### src/rtl/hazard_scoreboard_if.sv
// ID-stage <-> hazard scoreboard bundle: source/destination info in, issue/stall/forward selects out.
// The master side is the ID stage (or its model); the slave side is the scoreboard.
interface hazard_scoreboard_if #(
    parameter int NUM_READ = 2,
    parameter int DEPTH    = 3,
    parameter int ADDR_W   = 5,
    parameter int SEL_W    = $clog2(DEPTH + 1)
);
    logic                         id_valid;
    logic [NUM_READ-1:0]          id_re;
    logic [NUM_READ*ADDR_W-1:0]   id_raddr;
    logic                         id_we;
    logic [ADDR_W-1:0]            id_waddr;
    logic                         id_is_load;
    logic                         ex_allow;
    logic                         flush;
    logic                         id_allow;
    logic                         stall;
    logic [NUM_READ*SEL_W-1:0]    fwd_sel;

    modport master (
        output id_valid, id_re, id_raddr, id_we, id_waddr, id_is_load, ex_allow, flush,
        input  id_allow, stall, fwd_sel
    );

    modport slave (
        input  id_valid, id_re, id_raddr, id_we, id_waddr, id_is_load, ex_allow, flush,
        output id_allow, stall, fwd_sel
    );
endinterface

### src/rtl/hazard_scoreboard.sv
// Register-hazard scoreboard beside ID: shadow destination pipeline, youngest-match forwarding, load-use stall.
// Optional HAZARD_SCOREBOARD_PERF_EN adds a saturating stall_cnt output counting stalled advance cycles.
module hazard_scoreboard #(
    parameter int NUM_READ = 2,
    parameter int DEPTH    = 3,
    parameter int ADDR_W   = 5,
    parameter int LOAD_LAT = 2,
    parameter int SEL_W    = $clog2(DEPTH + 1)
) (
    input  logic                 clk,
    input  logic                 resetn,
    hazard_scoreboard_if.slave   sb
`ifdef HAZARD_SCOREBOARD_PERF_EN
    ,
    output logic [31:0]          stall_cnt
`endif
);

    // Entry k = k stages past ID; entry 1 is EX (youngest)
    logic [DEPTH:1]    ent_v_r;
    logic [DEPTH:1]    ent_ld_r;
    logic [ADDR_W-1:0] ent_addr_r [1:DEPTH];

    logic [NUM_READ*SEL_W-1:0] fwd_sel_s;
    logic [NUM_READ-1:0]       hazard_s;
    logic                      stall_s;
    logic                      id_allow_s;
    logic                      issue_s;
    logic                      ent1_v_s;

    function automatic logic entry_hit(
        input logic              re,
        input logic [ADDR_W-1:0] raddr,
        input logic              v,
        input logic [ADDR_W-1:0] eaddr
    );
        return re && (raddr != {ADDR_W{1'b0}}) && v && (eaddr == raddr);
    endfunction

    // Per-port compare: scan oldest to youngest so the youngest hit overrides
    always_comb begin
        fwd_sel_s = {(NUM_READ*SEL_W){1'b0}};
        hazard_s  = {NUM_READ{1'b0}};
        for (int i = 0; i < NUM_READ; i++) begin
            for (int k = DEPTH; k >= 1; k--) begin
                if (entry_hit(sb.id_re[i], sb.id_raddr[i*ADDR_W +: ADDR_W],
                              ent_v_r[k], ent_addr_r[k])) begin
                    fwd_sel_s[i*SEL_W +: SEL_W] = SEL_W'(k);
                    hazard_s[i]                 = ent_ld_r[k] && (k < LOAD_LAT);
                end else begin
                    fwd_sel_s[i*SEL_W +: SEL_W] = fwd_sel_s[i*SEL_W +: SEL_W];
                    hazard_s[i]                 = hazard_s[i];
                end
            end
        end
    end

    // Issue decision and the valid bit that would enter entry 1
    always_comb begin
        stall_s    = sb.id_valid & (|hazard_s);
        id_allow_s = sb.ex_allow & ~stall_s;
        issue_s    = sb.id_valid & id_allow_s;
        ent1_v_s   = issue_s & sb.id_we & (sb.id_waddr != {ADDR_W{1'b0}});
    end

    assign sb.stall    = stall_s;
    assign sb.id_allow = id_allow_s;
    assign sb.fwd_sel  = fwd_sel_s;

    // Shadow pipeline: flush wins over advance; a non-issuing advance inserts a bubble
    always_ff @(posedge clk or negedge resetn) begin
        if (!resetn) begin
            ent_v_r  <= {DEPTH{1'b0}};
            ent_ld_r <= {DEPTH{1'b0}};
            for (int k = 1; k <= DEPTH; k++) begin
                ent_addr_r[k] <= {ADDR_W{1'b0}};
            end
        end else if (sb.flush) begin
            ent_v_r <= {DEPTH{1'b0}};
        end else if (sb.ex_allow) begin
            for (int k = DEPTH; k >= 2; k--) begin
                ent_v_r[k]    <= ent_v_r[k-1];
                ent_ld_r[k]   <= ent_ld_r[k-1];
                ent_addr_r[k] <= ent_addr_r[k-1];
            end
            ent_v_r[1]    <= ent1_v_s;
            ent_ld_r[1]   <= issue_s & sb.id_is_load;
            ent_addr_r[1] <= issue_s ? sb.id_waddr : {ADDR_W{1'b0}};
        end
    end

`ifdef HAZARD_SCOREBOARD_PERF_EN
    logic [31:0] stall_cnt_r;

    // Saturating count of cycles the backend advanced while ID was held by a load-use stall
    always_ff @(posedge clk or negedge resetn) begin
        if (!resetn) begin
            stall_cnt_r <= 32'd0;
        end else if (stall_s && sb.ex_allow && (stall_cnt_r != 32'hFFFF_FFFF)) begin
            stall_cnt_r <= stall_cnt_r + 32'd1;
        end
    end

    assign stall_cnt = stall_cnt_r;
`endif

endmodule

### src/flat_wrapper.sv
// flat-port wrapper written by rule: the top's interface ports become plain ports
module hazard_scoreboard_flat 
#(
    parameter int NUM_READ = 2,
    parameter int DEPTH    = 3,
    parameter int ADDR_W   = 5,
    parameter int LOAD_LAT = 2,
    parameter int SEL_W    = $clog2(DEPTH + 1)
)
  (clk, resetn, sb_id_valid, sb_id_re, sb_id_raddr, sb_id_we, sb_id_waddr, sb_id_is_load, sb_ex_allow, sb_flush, sb_id_allow, sb_stall, sb_fwd_sel);
  hazard_scoreboard_if #(.NUM_READ(NUM_READ), .DEPTH(DEPTH), .ADDR_W(ADDR_W), .SEL_W(SEL_W)) sb_i ();
  input  logic clk;
  input  logic resetn;
  input wire logic [$bits(sb_i.id_valid)-1:0] sb_id_valid;
  input wire logic [$bits(sb_i.id_re)-1:0] sb_id_re;
  input wire logic [$bits(sb_i.id_raddr)-1:0] sb_id_raddr;
  input wire logic [$bits(sb_i.id_we)-1:0] sb_id_we;
  input wire logic [$bits(sb_i.id_waddr)-1:0] sb_id_waddr;
  input wire logic [$bits(sb_i.id_is_load)-1:0] sb_id_is_load;
  input wire logic [$bits(sb_i.ex_allow)-1:0] sb_ex_allow;
  input wire logic [$bits(sb_i.flush)-1:0] sb_flush;
  output wire logic [$bits(sb_i.id_allow)-1:0] sb_id_allow;
  output wire logic [$bits(sb_i.stall)-1:0] sb_stall;
  output wire logic [$bits(sb_i.fwd_sel)-1:0] sb_fwd_sel;
  assign sb_i.id_valid = sb_id_valid;
  assign sb_i.id_re = sb_id_re;
  assign sb_i.id_raddr = sb_id_raddr;
  assign sb_i.id_we = sb_id_we;
  assign sb_i.id_waddr = sb_id_waddr;
  assign sb_i.id_is_load = sb_id_is_load;
  assign sb_i.ex_allow = sb_ex_allow;
  assign sb_i.flush = sb_flush;
  assign sb_id_allow = sb_i.id_allow;
  assign sb_stall = sb_i.stall;
  assign sb_fwd_sel = sb_i.fwd_sel;
  hazard_scoreboard #(.NUM_READ(NUM_READ), .DEPTH(DEPTH), .ADDR_W(ADDR_W), .LOAD_LAT(LOAD_LAT), .SEL_W(SEL_W)) u_core (.clk(clk), .resetn(resetn), .sb(sb_i));
endmodule
### config.mk
export PLATFORM = sky130hd
export DESIGN_NAME = hazard_scoreboard_flat
export DESIGN_NICKNAME = d
export VERILOG_FILES = /design/src/rtl/hazard_scoreboard_if.sv /design/src/rtl/hazard_scoreboard.sv /design/src/flat_wrapper.sv
export SDC_FILE = /design/constraint.sdc
export NUM_CORES = 1
export LEC_CHECK = 0
export CAP_MARGIN = 20
export CORE_MARGIN = 1
export CORE_UTILIZATION = 60
export CTS_CLUSTER_SIZE = 24
export DETAILED_ROUTE_END_ITERATION = 10
export DONT_BUFFER_PORTS = 1
export PLACE_DENSITY = 0.73
export SLEW_MARGIN = 20
export SYNTH_ARGS = -nofsm -noshare
export SYNTH_HDL_FRONTEND = slang
export SYNTH_SLANG_ARGS = --single-unit
### constraint.sdc
create_clock -name clk -period 2.05 [get_ports clk]
set_input_delay 0.3075 -clock clk [delete_from_list [all_inputs] [get_ports clk]]
set_output_delay 0.3075 -clock clk [all_outputs]
set_load 0.02 [all_outputs]
==> impl_metrics.tcl <==
set metrics [dict create \
    synth_ff_type "dfrtp_1" \
    synth_nets 141 \
    p_total_mw 0.9028 \
    violations "negative setup slack" \
    power_density_mw_per_mm2 665.6 \
    routedWlPerCell_um 18.42 \
    critPathMaxStageDelay_ns 0.48 \
    cts_sinks 19 \
    clkLatencyLatePin_ns 0.30 \
    syn-instance-count 117 \
    cts_max_path_buffers 2 \
    critPathKind "reg -> out" \
    grt_overflow 0 \
    gp_congestion 0.8363 \
    routed_wl_mm 2.837 \
    worst_ep_arrival_time_ns 1.97 \
    core_sq_mm 0.001802 \
    run_status "finished, violations left" \
    worstSetupEndpoint "sb_fwd_sel[2]" \
    cts_tree "built" \
    post-route-drc-count 0 \
    startpoint_type "flip-flop" \
    antenna_found_initial 0 \
    yosys_warnings 0 \
    synth_edf_count 0 \
    yosysTopAreaCellShare_pct 39.58 \
    ys_ff_latch 19 \
    crit_start "u_core.ent_addr_r[14]" \
    rsz0062_at_grt "true" \
    avgViaCountPerCell 6.032 \
    start_util_pct 66.67 \
    first_iter_violations 28 \
    netlist-cell-type-count 27 \
    period_share_pct 110.9 \
    antenna_cells 0 \
    grt_pass1_vias 876 \
    hpwl_mm 2.059 \
    die_y_um 46.74 \
    r2r_slack_ns 0.26 \
    fin_setup_tns_ns -0.7567 \
    yosys.area.top_type "dfrtp_1" \
    netlist_top_cells_area "dfrtp_1 40%, xnor2_1 15%, mux2_2 9.4%, xor2_1 7.3%, nand2_1 4.4%" \
    hold_class "in -> reg" \
    clockRootBuffer "clkbuf_4" \
    grt_max_degree 20 \
    critPathMaxFanout 3 \
    numCtsBuffers 3 \
    period_minus_slack_ns 2.274 \
    r2r-start "u_core.ent_addr_r[14]" \
    io_buffers 0 \
    drv_cap 0 \
    endpoint_kind "output port" \
    worst-path-stages 6 \
    critPathSlowestCell "or4_4" \
    p_leak_nw 0.5511 \
    r2r-end "u_core.ent_addr_r[14]" \
    path_buf_inv 2 \
    ys_top_cells_by_count "20 x xnor2_1, 19 x dfrtp_1, 14 x nand2_1" \
    rows 15 \
    grt_first_pass_wirelength_mm 4.140 \
    die_w_um 46.74 \
    ir_drop_uv 430.5 \
    vias 929 \
    finalHoldViolCount 0 \
    area_delta_synth_final_pct 12.92 \
    synthArstFlopShare_pct 100.0 \
    path_clk_slew_ns 0.11 \
    grt_usage_pct 28.28 \
    nets 154 \
    skew_ns 0.009812 \
    drtAntennaViolNets 0 \
    pin_count 30 \
    syn_area_per_cell_sq_um 10.27 \
    slew_headroom_pct 41.89 \
    worst_slew_pin_slew_ns 0.8688 \
    first_pass_iters 4 \
    fmax_mhz 439.8 \
    crit_path_frequent_cell "buf_4" \
    critical_path.top_delay_family "simple AND/OR/NAND/NOR gates" \
    crit_path_cell_trace "xnor2_1, nand4_1, or4_4, buf_4, o31ai_2, buf_4" \
    crit_required_ns 1.74 \
    synthesis.area_sq_mm 0.001201 \
    reg2reg_depth 6 \
    synth_most_common_cell "xnor2_1" \
    setup_viol_count_final 5 \
    final-max-slew-violation-count 0 \
    htreeDepth 1 \
    die_area_sq_mm 0.002185 \
    drive_gt1_share_pct 27.13 \
    ys_seq_area_share_pct 39.58 \
    finalWorstSetupSlack_ns -0.2240 \
]
==> sequential cells by signal, summed over array words and instances, names as in the netlist <==
name               cells
u_core.ent_addr_r     15
u_core.ent_ld_r        1
u_core.ent_v_r         3
==> layout make-up <==
class / count / area (sq um)
clock buffer: 4 / 26.28
fill: 128 / 445.4
inverter: 2 / 7.507
multi-input combinational: 94 / 737.0
sequential: 19 / 476.7
tap: 25 / 31.28
timing repair buffer: 10 / 77.57
==> per-stage QoR <==
step | hold slack, ns | utilization (%) | instance area (sq um) | setup WS, ns | instances
after floorplan | 0.01191 | - | 1201 | 0.06386 | 117
after global placement | 0.01225 | 70.00 | 1261 | 0.1082 | 145
after detailed placement | 0.01240 | 70.00 | 1261 | 0.04642 | 145
after CTS | 0.05325 | 73.40 | 1323 | -0.1522 | 152
after global routing | 0.04056 | 75.28 | 1356 | -0.2832 | 154
final | 0.05688 | 75.28 | 1356 | -0.2240 | 154
==> routing by layer <==
layer	vias to the layer above	global-route usage, %	routed length (um)
li1	435	-	-
met1	460	36.70	1219
met2	30	45.83	1441
met3	4	6.538	138
met4	0	11.43	38
met5	-	0	0
==> cell families (layout without fill, tap and decap cells) <==
kind of cell,Yosys count,in the layout,share of synthesized area (%)
compound gates,16,16,10.62
simple gates,36,36,15.52
buf+inv,4,16,1.354
flops,19,19,39.58
mux,12,12,11.04
xor+xnor,30,30,21.87
==> worst register-to-register path: cells and delay by family, from the launching register on <==
family	cells	cell delay, ns
AO/OA/AOI/OAI	2	0.25
AND/OR/NAND/NOR	2	0.63
buffers and inverters	1	0.17
XOR/XNOR	1	0.20
flip-flops	1	0.43
==> cells in the final DEF (no fill, tap or decap), types with 2 or more instances in the layout <==
master / instances
buf_4: 9
clkbuf_4: 3
dfrtp_1: 18
inv_1: 2
mux2_2: 10
mux2i_1: 2
nand2_1: 14
nand3_1: 2
nand4_1: 4
nor2_1: 5
nor3_1: 2
nor4_2: 2
o21ai_0: 5
o21ai_2: 2
o31ai_2: 2
or4_1: 3
or4_4: 2
xnor2_1: 20
xor2_1: 10
==> worst min path at each step <==
stage                     cells past startpoint      from  slack [ns]                    to
final                                         1  sb_flush        0.06     u_core.ent_v_r[2]
after global routing                          1  sb_flush        0.04     u_core.ent_v_r[2]
after CTS                                     1  sb_flush        0.05     u_core.ent_v_r[2]
after detailed placement                      0    resetn        0.01     u_core.ent_v_r[2]
after global placement                        0    resetn        0.01     u_core.ent_v_r[3]
after floorplan                               0    resetn        0.01  u_core.ent_addr_r[0]
==> timing repair <==
| item | CTS | global route |
|---|---|---|
| pin swaps | 7 | 7 |
| hold endpoints to repair | 19 | 0 |
| hold buffers | 1 | 0 |
| buffers inserted | 2 | 2 |
| setup endpoints to repair | 6 | 6 |
| gates resized for setup | 4 | 4 |
==> power by group <==
part,switching [mW],total [mW],leakage [nW],internal (mW)
logic,0.0908,0.217,0.286,0.126
registers,0.0696,0.496,0.250,0.426
clock network,0.114,0.190,0.0150,0.0757
Note: power is estimated with default switching activity, not from simulation.
